`config.mk`:
```
export PLATFORM = sky130hd
export DESIGN_NAME = lcd_hd44780_ctrl
export DESIGN_NICKNAME = d
export VERILOG_FILES = /design/src/rtl/lcd_hd44780_ctrl.sv
export SDC_FILE = /design/constraint.sdc
export NUM_CORES = 1
export LEC_CHECK = 0
export BUFFER_PORTS_ARGS = -buffer_cell sky130_fd_sc_hd__buf_2
export CAP_MARGIN = 20
export CORE_MARGIN = 5
export CORE_UTILIZATION = 59
export DETAILED_ROUTE_END_ITERATION = 6
export PLACE_DENSITY = 0.85
export RECOVER_POWER = 25
export SLEW_MARGIN = 30
export SYNTH_ARGS = -nofsm -noshare
export SYNTH_HDL_FRONTEND = slang
export SYNTH_SLANG_ARGS = --single-unit
```
`constraint.sdc`:
```
create_clock -name clk -period 2.8 [get_ports clk]
set_clock_uncertainty 0.15 [all_clocks]
set_input_delay 0.56 -clock clk [delete_from_list [all_inputs] [get_ports clk]]
set_output_delay 0.56 -clock clk [all_outputs]
set_load 0.1 [all_outputs]
```
`src/rtl/lcd_hd44780_ctrl.sv`:
```
`default_nettype none
// ============================================================================
// Module   : lcd_hd44780_ctrl
// Purpose  : HD44780-style character-LCD controller. Runs power-up delay and
//            the panel init sequence on its own, then replays queued
//            {rs, rw, data} words from a command FIFO with enable-pulse timing.
//            Supports an 8-bit bus or a 4-bit nibble bus on lcd_data[7:4].
// Ports    : clk, rst_n (async, active-low)
//            cfg[6:0]      {N, F, D, C, B, I/D, S}, sampled at end of power-up
//            cmd_valid / cmd_data[9:0] / cmd_ready   host push handshake
//            e, rs, rw, lcd_data[7:0]                LCD pins
//            busy, init_done, fifo_count             status
// Revision : 1.0  initial release
// ============================================================================
module lcd_hd44780_ctrl #(
    parameter int CLK_PER_US    = 3,
    parameter int BUS_MODE      = 8,
    parameter int FIFO_DEPTH    = 4,
    parameter int POWERUP_US    = 500,
    parameter int CMD_WAIT_US   = 50,
    parameter int CLEAR_WAIT_US = 200
) (
    input  logic                          clk,
    input  logic                          rst_n,
    input  logic [6:0]                    cfg,
    input  logic                          cmd_valid,
    input  logic [9:0]                    cmd_data,
    output logic                          cmd_ready,
    output logic                          e,
    output logic                          rs,
    output logic                          rw,
    output logic [7:0]                    lcd_data,
    output logic                          busy,
    output logic                          init_done,
    output logic [$clog2(FIFO_DEPTH):0]   fifo_count
);

    localparam int PTR_W       = $clog2(FIFO_DEPTH);
    localparam int CNT_W       = PTR_W + 1;
    localparam int POWERUP_CYC = POWERUP_US * CLK_PER_US;
    localparam int WIN_CYC     = 27 * CLK_PER_US;
    localparam int E_ON        = CLK_PER_US;
    localparam int E_OFF       = 14 * CLK_PER_US;
    localparam int CMD_HOLD    = CMD_WAIT_US * CLK_PER_US;
    localparam int CLR_HOLD    = CLEAR_WAIT_US * CLK_PER_US;
    localparam int ENTRY_HOLD  = 2 * CMD_HOLD;
    localparam int MAX_A       = (POWERUP_CYC > CLR_HOLD) ? POWERUP_CYC : CLR_HOLD;
    localparam int MAX_B       = (ENTRY_HOLD > WIN_CYC) ? ENTRY_HOLD : WIN_CYC;
    localparam int TMR_MAX     = (MAX_A > MAX_B) ? MAX_A : MAX_B;
    localparam int TMR_W       = $clog2(TMR_MAX + 1);
    localparam bit NIBBLE      = (BUS_MODE == 4);
    // Init step 0 is the 4-bit-only preamble nibble; 8-bit mode starts at 1.
    localparam logic [2:0] FIRST_STEP = NIBBLE ? 3'd0 : 3'd1;
    localparam logic [2:0] LAST_STEP  = 3'd4;

    typedef enum logic [1:0] {
        S_POWERUP = 2'd0,
        S_INIT    = 2'd1,
        S_IDLE    = 2'd2,
        S_XFER    = 2'd3
    } state_t;

    state_t            state;
    logic [TMR_W-1:0]  tmr;
    logic [TMR_W-1:0]  hold_end;
    logic              in_hold;
    logic              last_win;
    logic [3:0]        low_nib;
    logic [2:0]        init_step;
    logic [6:0]        cfg_r;

    logic [9:0]        mem [FIFO_DEPTH];
    logic [PTR_W-1:0]  wr_ptr;
    logic [PTR_W-1:0]  rd_ptr;
    logic [CNT_W-1:0]  count_nxt;
    logic              push;
    logic              pop;
    logic [9:0]        head;

    logic [6:0]        cfg_sel;
    logic [2:0]        sel_step;
    logic [9:0]        ld_word;
    logic              ld_single;
    logic [TMR_W-1:0]  ld_hold_end;
    logic              start;
    logic              is_clear_home;

    assign push = cmd_valid && cmd_ready;
    // fifo_count is registered, so a word pushed into an empty FIFO is only
    // visible (and popped) on the following cycle.
    assign pop  = (state == S_IDLE) && (fifo_count != '0);
    assign head = mem[rd_ptr];

    // ------------------------------------------------------------------
    // Command FIFO
    // ------------------------------------------------------------------
    always_comb begin
        count_nxt = fifo_count;
        if (push && !pop) begin
            count_nxt = fifo_count + CNT_W'(1);
        end else if (pop && !push) begin
            count_nxt = fifo_count - CNT_W'(1);
        end
    end

    always_ff @(posedge clk) begin
        if (push) begin
            mem[wr_ptr] <= cmd_data;
        end
    end

    always_ff @(posedge clk or negedge rst_n) begin
        if (!rst_n) begin
            wr_ptr     <= '0;
            rd_ptr     <= '0;
            fifo_count <= '0;
            cmd_ready  <= 1'b1;
        end else begin
            if (push) begin
                wr_ptr <= wr_ptr + PTR_W'(1);
            end
            if (pop) begin
                rd_ptr <= rd_ptr + PTR_W'(1);
            end
            fifo_count <= count_nxt;
            cmd_ready  <= (count_nxt != CNT_W'(FIFO_DEPTH));
        end
    end

    // ------------------------------------------------------------------
    // Selection of the next transfer. A new transfer starts on the same edge
    // the previous phase ends, so back-to-back init steps have no gap.
    // cfg is used directly on the power-up edge because cfg_r is only being
    // loaded on that edge.
    // ------------------------------------------------------------------
    always_comb begin
        start = 1'b0;
        case (state)
            S_POWERUP: start = (tmr == TMR_W'(POWERUP_CYC));
            S_INIT:    start = in_hold && (tmr == hold_end) && (init_step != LAST_STEP);
            S_IDLE:    start = pop;
            default:   start = 1'b0;
        endcase
    end

    always_comb begin
        cfg_sel       = (state == S_POWERUP) ? cfg : cfg_r;
        sel_step      = (state == S_POWERUP) ? FIRST_STEP : (init_step + 3'd1);
        is_clear_home = !head[9] && (head[7:2] == 6'd0) && (head[1:0] != 2'd0);
        ld_word       = 10'h001;
        ld_single     = NIBBLE ? 1'b0 : 1'b1;
        ld_hold_end   = TMR_W'(CMD_HOLD - 1);
        if (state == S_IDLE) begin
            ld_word = head;
            if (is_clear_home) begin
                ld_hold_end = TMR_W'(CLR_HOLD - 1);
            end
        end else begin
            case (sel_step)
                3'd0: begin
                    ld_word   = {2'b00, 8'h20};
                    ld_single = 1'b1;
                end
                3'd1: ld_word = {2'b00, 3'b001, (NIBBLE ? 1'b0 : 1'b1), cfg_sel[6], cfg_sel[5], 2'b00};
                3'd2: ld_word = {2'b00, 5'b00001, cfg_sel[4:2]};
                3'd3: begin
                    ld_word     = {2'b00, 8'h01};
                    ld_hold_end = TMR_W'(CLR_HOLD - 1);
                end
                default: begin
                    ld_word     = {2'b00, 6'b000001, cfg_sel[1:0]};
                    ld_hold_end = TMR_W'(ENTRY_HOLD - 1);
                end
            endcase
        end
    end

    // ------------------------------------------------------------------
    // Main FSM and transfer engine (registered pin outputs)
    // ------------------------------------------------------------------
    always_ff @(posedge clk or negedge rst_n) begin
        if (!rst_n) begin
            state     <= S_POWERUP;
            tmr       <= '0;
            hold_end  <= '0;
            in_hold   <= 1'b0;
            last_win  <= 1'b0;
            low_nib   <= 4'h0;
            init_step <= 3'd0;
            cfg_r     <= 7'd0;
            e         <= 1'b0;
            rs        <= 1'b0;
            rw        <= 1'b0;
            lcd_data  <= 8'h00;
            busy      <= 1'b1;
            init_done <= 1'b0;
        end else begin
            case (state)
                S_POWERUP: begin
                    if (tmr != TMR_W'(POWERUP_CYC)) begin
                        tmr <= tmr + TMR_W'(1);
                    end
                end
                S_INIT, S_XFER: begin
                    if (!in_hold) begin
                        if (tmr == TMR_W'(WIN_CYC - 1)) begin
                            tmr <= '0;
                            e   <= 1'b0;
                            if (last_win) begin
                                in_hold  <= 1'b1;
                                rs       <= 1'b0;
                                rw       <= 1'b0;
                                lcd_data <= 8'h00;
                            end else begin
                                // second nibble window, rs/rw unchanged
                                last_win <= 1'b1;
                                lcd_data <= {low_nib, 4'h0};
                            end
                        end else begin
                            tmr <= tmr + TMR_W'(1);
                            // e reflects the window cycle being entered (tmr+1)
                            e   <= (tmr >= TMR_W'(E_ON - 1)) && (tmr < TMR_W'(E_OFF - 1));
                        end
                    end else if (tmr == hold_end) begin
                        if (state == S_XFER) begin
                            state <= S_IDLE;
                        end else if (init_step == LAST_STEP) begin
                            state     <= S_IDLE;
                            init_done <= 1'b1;
                        end
                    end else begin
                        tmr <= tmr + TMR_W'(1);
                    end
                end
                default: ;
            endcase

            if (start) begin
                if (state == S_IDLE) begin
                    state <= S_XFER;
                end else begin
                    state     <= S_INIT;
                    init_step <= sel_step;
                end
                if (state == S_POWERUP) begin
                    cfg_r <= cfg;
                end
                tmr      <= '0;
                in_hold  <= 1'b0;
                last_win <= ld_single;
                hold_end <= ld_hold_end;
                low_nib  <= ld_word[3:0];
                e        <= 1'b0;
                rs       <= ld_word[9];
                rw       <= ld_word[8];
                lcd_data <= NIBBLE ? {ld_word[7:4], 4'h0} : ld_word[7:0];
            end

            busy <= !((state == S_IDLE) && (fifo_count == '0) && init_done);
        end
    end

endmodule
`default_nettype wire

```
==> summary.txt <==
ROUTE
--------------------------------------------------------------------------------
Routed wire length per instance                                         18.87 um
1st-iter DRT viols                                                           240
First-pass detailed-route iteration total                                      5
Number of vias per cell                                                    6.004
Number of vias in the routed layout                                         3044
Total wirelength of the detailed-routed design                           9565 um
Number of remaining DRC errors                                                 0
Final ANT Viol Nets                                                            0

POWER
--------------------------------------------------------------------------------
Worst IR drop on VDD                                                   0.4530 mV
Net switching fraction of the power                                       0.3200
Clock network power share                                                  0.275
PwrDens                                                             629.8 nW/um^2
Internal Power                                                        0.002141 W
Switching power summed over all nets                                  0.001008 W
Comb pwr share                                                             0.184
Proportion of power drawn by flip-flops and latches                        0.541
Static power due to leakage                                             2.149 nW

WORST SETUP PATH
--------------------------------------------------------------------------------
Worst-path cell with the longest stage delay                        sky130_fd_sc_hd__or4_1
Critical path type                                                  flip-flop to flip-flop
Slowest Stage Delay on Critical Path                                      510 ps
Worst Reg-to-Reg Cells                                                         6
Worst-path maximum fanout                                                      6
Arrival time at the worst endpoint                                       2780 ps
Beginning of the worst register-to-register path                          tmr[3]
Worst setup EP type                                                    flip-flop
Worst reg-to-reg setup slack                                              120 ps
Required time of the critical path                                       2900 ps
Critical path, cell by cell                                         or4_1, a222oi_1, and2_2, a21o_1, nor2_2, a221o_1
Family with the most delay on the worst path                        compound AO/OA/AOI/OAI gates
Startpoint class of the critical path                                  flip-flop
Buf/Inv on CP                                                                  0
Endpoint of the worst-slack reg-to-reg timing path                   lcd_data[5]

GLOBAL ROUTE
--------------------------------------------------------------------------------
Number of antenna violations at the first check in global routing              0
Global-route wire length before repair                                  16110 um
Sum of overflow across all layers after global routing                         0
GR Util met1                                                              0.2720
Met3 GRT Util                                                            0.05468
Met2 Use GR                                                               0.3588
Global routing usage summed across all routing layers                     0.2129
Largest net degree at the start of global routing                             31
Vias in the first global route                                              3201
Most utilized layer in the global route result                              met2

STA
--------------------------------------------------------------------------------
F_max                                                                  372.9 MHz
Final Hold Fails                                                               0
Setup-violating endpoint count in the final report                             0
Clock period minus final worst setup slack                               2682 ps
Transition time at the pin with the least slew margin                    1577 ps
PnR worst setup slack                                                   118.3 ps
Final max-slew violation count                                                27
Post-route fraction of the period consumed by the critical path           0.9578
Remaining max-slew budget at the tightest pin                           -0.05114

LOGIC SYNTHESIS
--------------------------------------------------------------------------------
Cell area after synthesis                                              4448 um^2
Number of enable-type register cells in the synthesized netlist               40
Post-Syn Instances                                                           354
Post-synthesis register bit count                                             96
Fraction of synthesized area in multiplexers                             0.07314
Syn. warnings                                                                  0
Synthesized-area fraction occupied by ao, oa, aoi and oai cells           0.1201
Fraction of synthesized cell area taken by the top area cell type         0.3038
Net count of the mapped netlist                                              386
Simple-Gate Fraction of Synth Area                                        0.1336
Commonest cells post-synth                                          sky130_fd_sc_hd__dfrtp_1 (54), sky130_fd_sc_hd__edfxtp_1 (40), sky130_fd_sc_hd__nor2_1 (24), sky130_fd_sc_hd__nand2_1 (22), sky130_fd_sc_hd__inv_1 (18)
Main combinational cell family by area after synthesis              simple AND/OR/NAND/NOR gates
Leading area contributor after synthesis                            sky130_fd_sc_hd__dfrtp_1
Sequential share of the synthesized area                                  0.5857
Most frequently used cell type in the post-synthesis netlist        sky130_fd_sc_hd__dfrtp_1
Leading cell types by total area after synthesis                    sky130_fd_sc_hd__dfrtp_1 (30%), sky130_fd_sc_hd__edfxtp_1 (27%), sky130_fd_sc_hd__mux4_2 (5.1%)
Ys async rst share                                                        0.5833
Number of distinct library cells after synthesis                              59
Avg Cell Area, Syn                                                    12.57 um^2
Post-synthesis adder-cell area fraction                                  0.03601
Fraction of synthesized cell area in xor and xnor cells                  0.01969
Synth Flop Type                                                     sky130_fd_sc_hd__dfrtp_1

HOLD PATH
--------------------------------------------------------------------------------
Worst Hold Launch                                                         cfg[0]
Hold Crit Endpoint                                                      cfg_r[0]
Hold WC Path Type                                                   input pin to flip-flop
Worst hold stages                                                              2

FINISH
--------------------------------------------------------------------------------
Area taken by flip-flops and latches                                   2608 um^2
Number of antenna cells inserted                                               0
Final nets                                                                   435
Share of post-route cells with drive strength above 1                     0.2230
Relative area change from synthesis to final layout                       12.41%
Multi-input gate area                                                  1712 um^2
Fill cell total of the finished layout                                       537
Total non-filler cell area in the finished layout                      5000 um^2

FLOW RUN
--------------------------------------------------------------------------------
Maximum Capacitance Violations                                                 1

DIE
--------------------------------------------------------------------------------
Width of the die                                                        96.83 um
Row count                                                                     31
Number of primary I/O pins                                                    37
Initial core utilization                                                  0.6100
Die Y                                                                   96.83 um
Die area                                                               9375 um^2
Placeable core area                                                    7292 um^2

CTS
--------------------------------------------------------------------------------
CTS tree                                                                   built
Clock root buffer                                                   sky130_fd_sc_hd__clkbuf_8
Clock latency on the worst-skew pair                                      370 ps
Sink count of the clock tree                                                  96
Clock buffer count from CTS                                                    9
Clock Pin Slew Worst Setup and Hold Paths                                 100 ps
Depth of the CTS H-tree                                                        3
CTS Buffer Depth                                                               2

STATUS
--------------------------------------------------------------------------------
Violations in the final reports                                     capacitance limit, slew limit
Status                                                              finished with violations

PLACED DESIGN
--------------------------------------------------------------------------------
Worst slack at placement                                                107.1 ps
Final Wtd Congestion                                                      0.8619
Placement-stage cell area                                              4821 um^2
Port-buffer cells                                                             36
Detailed placement HPWL                                                  6969 um

cell usage in the layout (no fill, tap or decap), types with 11 or more instances in the layout:
| master | instances |
|---|---|
| sky130_fd_sc_hd__nor2_1 | 24 |
| sky130_fd_sc_hd__ha_1 | 12 |
| sky130_fd_sc_hd__inv_1 | 18 |
| sky130_fd_sc_hd__clkbuf_1 | 11 |
| sky130_fd_sc_hd__edfxtp_1 | 40 |
| sky130_fd_sc_hd__nand2_1 | 22 |
| sky130_fd_sc_hd__o21ai_0 | 17 |
| sky130_fd_sc_hd__buf_4 | 15 |
| sky130_fd_sc_hd__dfrtp_1 | 52 |
| sky130_fd_sc_hd__buf_2 | 25 |
cells by family (layout without fill, tap and decap cells):
family | after synthesis | count (layout)
AOI/OAI and AO/OA | 73 | 73
adders and majority gates | 13 | 13
muxes | 19 | 19
DFF | 96 | 96
buffers and inverters | 32 | 86
and+or+nand+nor | 111 | 111
xor gates and xnor gates | 10 | 10
layer usage:
| metal | routed length [um] | part of all wire |
|---|---|---|
| met1 | 3833 | 0.40 |
| met2 | 4958 | 0.52 |
| met3 | 609 | 0.064 |
| met4 | 163 | 0.017 |
| met5 | 0 | 0 |
layout make-up:
cell class	instances	area share
flip-flops and latches	96	0.5215
multi-input cells	226	0.3423
repair buffers	52	0.05981
clock buffers	9	0.02477
well taps	99	0.02477
inverters	18	0.01351
clock inverters	7	0.01326
per-stage QoR:
step | setup TNS, ps | total power, W | utilization | hold WS (ps) | std cells
floorplan | 0 | 0.002147 | - | 114.4 | 354
global placement | 0 | 0.002286 | 0.6601 | 308.4 | 491
detailed placement | 0 | 0.002318 | 0.6611 | 315.2 | 491
CTS | 0 | 0.003176 | 0.6872 | 69.75 | 507
global route | -4.984 | 0.003283 | 0.6857 | 254.0 | 507
finish | 0 | 0.003149 | 0.6857 | 266.2 | 507
worst max path at each step:
stage / start / to / slack (ps) / cells past startpoint
global placement: tmr[3] / init_step[1] / 110 / 6
global route: tmr[3] / lcd_data[5] / -5 / 6
detailed placement: tmr[3] / lcd_data[5] / 110 / 6
floorplan: fifo_count[0] / cmd_ready / 160 / 8
finish: tmr[3] / lcd_data[5] / 120 / 6
CTS: tmr[3] / lcd_data[5] / 90 / 6
repair_timing:
action | in CTS | in global routing
hold buffers | 0 | 0
resized for setup | 0 | 2
buffers inserted | 0 | 0
hold endpoints to repair | 0 | 0
endpoints found under the setup margin | 0 | 12
flip-flops by register name, summed over array words and instances (netlist names), 2 cells and up:
name,cells
cfg_r,7
fifo_count,3
hold_end,6
init_step,3
lcd_data,8
low_nib,4
mem,40
rd_ptr,2
state,2
tmr,11
wr_ptr,2
power by group through the flow:
| stage | sequential (W) | combinational [W] | clock [W] |
|---|---|---|---|
| final | 0.00170 | 0.000579 | 0.000867 |
| after global routing | 0.00172 | 0.000625 | 0.000940 |
| after CTS | 0.00170 | 0.000588 | 0.000883 |
| after detailed placement | 0.00173 | 0.000583 | 0 |
| after global placement | 0.00172 | 0.000565 | 0 |
| after floorplan | 0.00191 | 0.000236 | 0 |
No activity file was read; power rests on OpenSTA's default activity.
